===== src/rtl/display_pkg.sv =====
// Shared constants and pattern decoding for the multiplexed display capture block.
// Anode patterns are active-low one-hot; all-high means no digit is being driven.
package display_pkg;

    localparam logic [3:0] DIGIT0_PAT = 4'b1110;
    localparam logic [3:0] DIGIT1_PAT = 4'b1101;
    localparam logic [3:0] DIGIT2_PAT = 4'b1011;
    localparam logic [3:0] DIGIT3_PAT = 4'b0111;
    localparam logic [3:0] BLANK_PAT  = 4'b1111;

    localparam int DEFAULT_STABLE_CYCLES  = 1;
    localparam int DEFAULT_TIMEOUT_CYCLES = 1024;

    typedef enum logic [1:0] {
        PAT_BLANK,
        PAT_DIGIT,
        PAT_ILLEGAL
    } pat_kind_e;

    typedef struct packed {
        pat_kind_e  kind;
        logic [1:0] index;
    } pat_decode_t;

    function automatic pat_decode_t decode_select(input logic [3:0] sel);
        pat_decode_t d;
        d.kind  = PAT_ILLEGAL;
        d.index = 2'd0;
        case (sel)
            DIGIT0_PAT: begin d.kind = PAT_DIGIT; d.index = 2'd0; end
            DIGIT1_PAT: begin d.kind = PAT_DIGIT; d.index = 2'd1; end
            DIGIT2_PAT: begin d.kind = PAT_DIGIT; d.index = 2'd2; end
            DIGIT3_PAT: begin d.kind = PAT_DIGIT; d.index = 2'd3; end
            BLANK_PAT:  d.kind = PAT_BLANK;
            default:    d.kind = PAT_ILLEGAL;
        endcase
        return d;
    endfunction

endpackage


===== src/rtl/display_capture_if.sv =====
// Scan-bus inputs and reconstructed-frame outputs of display_capture.
// The master side drives the scan bus; the slave side is the capture block.
interface display_capture_if;

    logic [3:0]  digit_select;
    logic [3:0]  digit_value;
    logic        err_clear;
    logic [15:0] frame_word;
    logic        frame_valid;
    logic [3:0]  digit_seen;
    logic        err_flag;
    logic        scan_lost;

    modport master (
        output digit_select, digit_value, err_clear,
        input  frame_word, frame_valid, digit_seen, err_flag, scan_lost
    );

    modport slave (
        input  digit_select, digit_value, err_clear,
        output frame_word, frame_valid, digit_seen, err_flag, scan_lost
    );

endinterface


===== src/rtl/dwell_filter.sv =====
// Samples the scan bus once and accepts a digit after it has held steady for
// STABLE_CYCLES sampled cycles; accept/index/nibble/illegal are combinational.
module dwell_filter
    import display_pkg::*;
#(
    parameter int STABLE_CYCLES = DEFAULT_STABLE_CYCLES
) (
    input  logic       clk,
    input  logic       reset,
    input  logic [3:0] digit_select,
    input  logic [3:0] digit_value,
    output logic       accept,
    output logic [1:0] digit_index,
    output logic [3:0] digit_nibble,
    output logic       illegal
);

    localparam logic [3:0] STABLE_LIMIT = 4'(STABLE_CYCLES);

    logic [3:0]  sel_reg;
    logic [3:0]  val_reg;
    logic [3:0]  prev_sel_reg;
    logic [3:0]  prev_val_reg;
    logic [3:0]  dwell_reg;
    logic [3:0]  dwell_next;
    logic        changed;
    pat_decode_t dec;

    always_comb begin
        dec        = decode_select(sel_reg);
        changed    = (sel_reg != prev_sel_reg) || (val_reg != prev_val_reg);
        dwell_next = 4'd0;
        if (dec.kind == PAT_DIGIT) begin
            if (changed)
                dwell_next = 4'd1;
            else if (dwell_reg != 4'd15)
                dwell_next = dwell_reg + 4'd1;
            else
                dwell_next = dwell_reg;
        end
    end

    // A saturated count that stays put must not re-trigger acceptance.
    assign accept       = (dec.kind == PAT_DIGIT) && (dwell_next == STABLE_LIMIT) &&
                          (changed || (dwell_reg != dwell_next));
    assign digit_index  = dec.index;
    assign digit_nibble = val_reg;
    assign illegal      = (dec.kind == PAT_ILLEGAL);

    always_ff @(posedge clk or posedge reset) begin
        if (reset) begin
            sel_reg      <= BLANK_PAT;
            val_reg      <= 4'd0;
            prev_sel_reg <= BLANK_PAT;
            prev_val_reg <= 4'd0;
            dwell_reg    <= 4'd0;
        end else begin
            sel_reg      <= digit_select;
            val_reg      <= digit_value;
            prev_sel_reg <= sel_reg;
            prev_val_reg <= val_reg;
            dwell_reg    <= dwell_next;
        end
    end

endmodule


===== src/rtl/display_capture.sv =====
// Rebuilds a 16-bit word from a four-digit multiplexed display scan bus,
// flagging illegal anode patterns and loss of scanning activity.
module display_capture
    import display_pkg::*;
#(
    parameter int STABLE_CYCLES  = DEFAULT_STABLE_CYCLES,
    parameter int TIMEOUT_CYCLES = DEFAULT_TIMEOUT_CYCLES
) (
    input  logic            clk,
    input  logic            reset,
    display_capture_if.slave bus
);

    localparam logic [15:0] TIMEOUT_LIMIT = 16'(TIMEOUT_CYCLES);

    logic        accept;
    logic        illegal;
    logic [1:0]  digit_index;
    logic [3:0]  digit_nibble;
    logic [15:0] frame_next;
    logic [3:0]  seen_next;
    logic        timeout_hit;

    logic [15:0] frame_word_reg;
    logic        frame_valid_reg;
    logic [3:0]  digit_seen_reg;
    logic        err_flag_reg;
    logic        scan_lost_reg;
    logic [15:0] timeout_reg;

    dwell_filter #(
        .STABLE_CYCLES(STABLE_CYCLES)
    ) u_dwell (
        .clk         (clk),
        .reset       (reset),
        .digit_select(bus.digit_select),
        .digit_value (bus.digit_value),
        .accept      (accept),
        .digit_index (digit_index),
        .digit_nibble(digit_nibble),
        .illegal     (illegal)
    );

    // Per-digit shadow nibbles; frame_next already includes the nibble accepted this edge.
    generate
        for (genvar gi = 0; gi < 4; gi++) begin : g_digit
            logic       hit;
            logic [3:0] shadow_reg;

            assign hit = accept && (digit_index == 2'(gi));

            always_ff @(posedge clk or posedge reset) begin
                if (reset)
                    shadow_reg <= 4'd0;
                else if (hit)
                    shadow_reg <= digit_nibble;
            end

            assign frame_next[gi*4 +: 4] = hit ? digit_nibble : shadow_reg;
            assign seen_next[gi]         = digit_seen_reg[gi] | hit;
        end
    endgenerate

    assign timeout_hit = !accept && (timeout_reg == TIMEOUT_LIMIT - 16'd1);

    always_ff @(posedge clk or posedge reset) begin
        if (reset) begin
            frame_word_reg  <= 16'd0;
            frame_valid_reg <= 1'b0;
            digit_seen_reg  <= 4'd0;
            err_flag_reg    <= 1'b0;
            scan_lost_reg   <= 1'b0;
            timeout_reg     <= 16'd0;
        end else begin
            frame_valid_reg <= 1'b0;

            // An illegal pattern wins over a simultaneous clear request.
            if (illegal)
                err_flag_reg <= 1'b1;
            else if (bus.err_clear)
                err_flag_reg <= 1'b0;

            if (accept) begin
                timeout_reg   <= 16'd0;
                scan_lost_reg <= 1'b0;
                if (&seen_next) begin
                    frame_word_reg  <= frame_next;
                    frame_valid_reg <= 1'b1;
                    digit_seen_reg  <= 4'd0;
                end else begin
                    digit_seen_reg <= seen_next;
                end
            end else begin
                if (timeout_reg != TIMEOUT_LIMIT)
                    timeout_reg <= timeout_reg + 16'd1;
                if (timeout_hit)
                    scan_lost_reg <= 1'b1;
                if (illegal || timeout_hit)
                    digit_seen_reg <= 4'd0;
            end
        end
    end

    assign bus.frame_word  = frame_word_reg;
    assign bus.frame_valid = frame_valid_reg;
    assign bus.digit_seen  = digit_seen_reg;
    assign bus.err_flag    = err_flag_reg;
    assign bus.scan_lost   = scan_lost_reg;

endmodule


===== src/flat_wrapper.sv =====
// flat-port wrapper written by rule: the top's interface ports become plain ports
module display_capture_flat import display_pkg::*;
#(
    parameter int STABLE_CYCLES  = DEFAULT_STABLE_CYCLES,
    parameter int TIMEOUT_CYCLES = DEFAULT_TIMEOUT_CYCLES
)
  (clk, reset, bus_digit_select, bus_digit_value, bus_err_clear, bus_frame_word, bus_frame_valid, bus_digit_seen, bus_err_flag, bus_scan_lost);
  display_capture_if bus_i ();
  input  logic clk;
  input  logic reset;
  input wire logic [$bits(bus_i.digit_select)-1:0] bus_digit_select;
  input wire logic [$bits(bus_i.digit_value)-1:0] bus_digit_value;
  input wire logic [$bits(bus_i.err_clear)-1:0] bus_err_clear;
  output wire logic [$bits(bus_i.frame_word)-1:0] bus_frame_word;
  output wire logic [$bits(bus_i.frame_valid)-1:0] bus_frame_valid;
  output wire logic [$bits(bus_i.digit_seen)-1:0] bus_digit_seen;
  output wire logic [$bits(bus_i.err_flag)-1:0] bus_err_flag;
  output wire logic [$bits(bus_i.scan_lost)-1:0] bus_scan_lost;
  assign bus_i.digit_select = bus_digit_select;
  assign bus_i.digit_value = bus_digit_value;
  assign bus_i.err_clear = bus_err_clear;
  assign bus_frame_word = bus_i.frame_word;
  assign bus_frame_valid = bus_i.frame_valid;
  assign bus_digit_seen = bus_i.digit_seen;
  assign bus_err_flag = bus_i.err_flag;
  assign bus_scan_lost = bus_i.scan_lost;
  display_capture #(.STABLE_CYCLES(STABLE_CYCLES), .TIMEOUT_CYCLES(TIMEOUT_CYCLES)) u_core (.clk(clk), .reset(reset), .bus(bus_i));
endmodule

===== config.mk =====
export PLATFORM = sky130hd
export DESIGN_NAME = display_capture_flat
export DESIGN_NICKNAME = d
export VERILOG_FILES = /design/src/rtl/display_pkg.sv /design/src/rtl/display_capture_if.sv /design/src/rtl/dwell_filter.sv /design/src/rtl/display_capture.sv /design/src/flat_wrapper.sv
export SDC_FILE = /design/constraint.sdc
export NUM_CORES = 1
export LEC_CHECK = 0
export ABC_CLOCK_PERIOD_IN_PS = 3100
export BUFFER_PORTS_ARGS = -buffer_cell sky130_fd_sc_hd__clkbuf_2
export CORE_ASPECT_RATIO = 1.75
export CORE_MARGIN = 4
export CORE_UTILIZATION = 50
export CTS_BUF_LIST = sky130_fd_sc_hd__clkbuf_2 sky130_fd_sc_hd__clkbuf_4 sky130_fd_sc_hd__clkbuf_8
export CTS_CLUSTER_DIAMETER = 120
export DETAILED_ROUTE_END_ITERATION = 16
export PLACE_DENSITY = 0.79
export SETUP_SLACK_MARGIN = 0.2
export SYNTH_ARGS = -nofsm -noshare
export SYNTH_HDL_FRONTEND = slang
export SYNTH_SLANG_ARGS = --single-unit

===== constraint.sdc =====
create_clock -name clk -period 3.1 [get_ports clk]
set_input_delay 0.31 -clock clk [delete_from_list [all_inputs] [get_ports clk]]
set_output_delay 0.31 -clock clk [all_outputs]
set_load 0.01 [all_outputs]

==> out/qor.yml <==
run_status:
  status: "completed"
synth:
  synth-simple-area-share: 0.137
  yosys_warnings: 0
  ys_seq_area_frac: 0.584
  yosysTopAreaCell: "dfrtp_1"
  async_reset_ff_frac: 1.00
  synth_cells: 255
  synth-main-ff-cell: "dfrtp_1"
  ys_types: 39
  synthXorXnorAreaFrac: 0.0623
  ys_ff_latch: 75
  synth-compound-area-share: 0.0492
  syn_nets: 269
  ys_top_cells_by_area: "dfrtp_1 52%, mux2_2 8.7%, dfstp_2 6.5%"
  synth_top_area_frac: 0.519
  synth_fa_ha_area_frac: 0.0116
  avgSynthCellArea_sq_um: 12.7
  syn_area_sq_mm: 0.00323
  synth_edf_count: 0
  synth.mux.area_fraction: 0.126
  synth_top_family_by_area: "simple AND/OR/NAND/NOR gates"
clocking:
  ctsResizeCount: 0
  cts_root_buf: "clkbuf_8"
  clk_latency_ns: 0.34
  cts_tree: "yes"
  clk_pin_slew_ns: 0.07
  clockBufferDepth: 2
  postCtsHoldBufs: 0
  cts_max_level: 3
  cts.sinks: 75
  numCtsBuffers: 9
  postCtsSetupBuffers: 0
place:
  dp_hpwl_um: 4130
  gp_congestion: 0.811
  place.port_buffers: 33
run:
  cap_violations: 0
sta:
  period_share: 0.822
  fin_hold_ws_ns: 0.0474
  tns_ns: 0
  max_freq_ghz: 0.392
  slew_headroom: 0.397
  fin_worst_skew_ns: 0.00871
  worstMarginPinSlew_ns: 0.904
  drv_slew: 0
  rsz0062_at_grt: "no"
  final.min_clock_period_ns: 2.55
  hold_viol_final: 0
  setup_viol: 0
routing:
  first_pass_iters: 4
  dr_wl_met2_um: 3120
  m1WireLength_um: 2380
  wl_per_cell_um: 15.3
  top_layer: "met4"
  drc_errors: 0
  drtAntennaViolNets: 0
  dr_wl_met3_um: 204
  dr.first_iter.drc_count: 105
  vias: 1997
  viasPerCell: 5.27
  drt-total-wl_um: 5810
global_route:
  gr-usage-all-layers: 0.167
  antenna_found_initial: 0
  grt_pass1_vias: 1958
  grt_start_max_net_pins: 76
  grt_pass1_wl_um: 9660
  grt_overflow: 0
floorplanning:
  start_util: 0.519
  dieArea_sq_mm: 0.00786
  die_x_um: 68.8
  fp.coreArea_sq_mm: 0.00623
  die_h_um: 114
  ios: 34
  rows: 38
finish:
  antenna_cells: 0
  area_growth_pct: 13.1
  final_cell_mix: "67 x dfrtp_1, 33 x clkbuf_2, 26 x nor2_1"
  final_common_cell: "dfrtp_1"
  drive_gt1_frac: 0.324
  nets: 308
power_and_ir_drop:
  power_leakage_nw: 1.69
  powerDensity_mw_per_mm2: 565
  ir_worst_vdd_uv: 366
critical_path:
  cp-startpoint: "u_core.u_dwell.dwell_reg[0]"
  crit_fanout: 5
  cp-start-kind: "register"
  worst_setup_path_end_kind: "register"
  crit_required_ns: 3.33
  rrSetupSlack_ns: 0.55
  critical_path_class: "reg -> reg"
  worstPathArrival_ns: 2.78
  r2r-start: "u_core.u_dwell.dwell_reg[0]"
worst_hold_path:
  worstHoldStart: "bus_digit_select[3]"
  hp-class: "in -> reg"
==> per-layer routing <==
layer,GRT usage,vias to the layer above
met5,0,-
li1,-,956
met1,0.207,997
met4,0.0703,0
met2,0.271,34
met3,0.0442,10
==> stage by stage <==
step	instances	instance area, sq um	power (mW)	util	setup slack, ns
4_1_cts	379	3650	2.10	0.587	0.529
2_1_floorplan	255	3230	1.30	-	0.846
6_report	379	3650	2.07	0.587	0.552
5_1_grt	379	3650	2.16	0.587	0.395
3_3_place_gp	363	3460	1.34	0.555	0.599
3_5_place_dp	363	3460	1.36	0.555	0.551
==> worst max-delay path, cell delays in order (launching register included) <==
cell     delay (ns)
dfrtp_1        0.43
ha_1           0.32
nor3_1         0.13
o21ai_0        0.26
a31oi_1        0.61
mux2_2         0.42
mux2_4         0.26
==> synth_stat cells, types with 6 or more instances <==
cell type	n
a21oi_1	7
a31oi_1	6
dfrtp_1	67
dfstp_2	8
inv_1	9
mux2_2	25
mux2_4	7
nand2_1	9
nand3_1	7
nor2_1	26
nor3_1	8
o21ai_0	6
xnor2_1	8
xor2_1	15
==> layout make-up <==
class	instances	area (sq um)
Fill cell	503	2570
Sequential cell	75	1890
Multi-Input combinational cell	163	1250
Timing Repair Buffer	36	188
Clock buffer	11	145
Tap cell	80	100
Clock inverter	5	52.6
Inverter	9	33.8
==> where the power goes <==
group	total [mW]	switching (mW)	internal, mW
Sequential	1.13	0.0618	1.07
Combinational	0.207	0.111	0.0964
Clock	0.730	0.331	0.398
==> kinds of logic (layout without fill, tap and decap cells) <==
logic type / after synthesis / count (layout)
AND/OR/NAND/NOR: 78 / 78
adder cells (fa/ha/maj): 3 / 3
buffers and inverters: 17 / 61
flip-flops: 75 / 75
XOR/XNOR: 23 / 23
AO/OA/AOI/OAI: 25 / 25
multiplexers: 34 / 34
==> worst paths after layout <==
path / end / depth (start not counted)
max in group asynchronous: u_core.timeout_reg[9] / 3
worst min register to register: u_core.u_dwell.prev_sel_reg[0] / 0
worst max-delay path: u_core.bus.frame_word[4] / 6
min in group asynchronous: u_core.g_digit[0].shadow_reg[1] / 3
worst max register to register: u_core.bus.frame_word[4] / 6
worst min-delay path: u_core.u_dwell.sel_reg[3] / 1
Power figures use the tool's default switching activity.
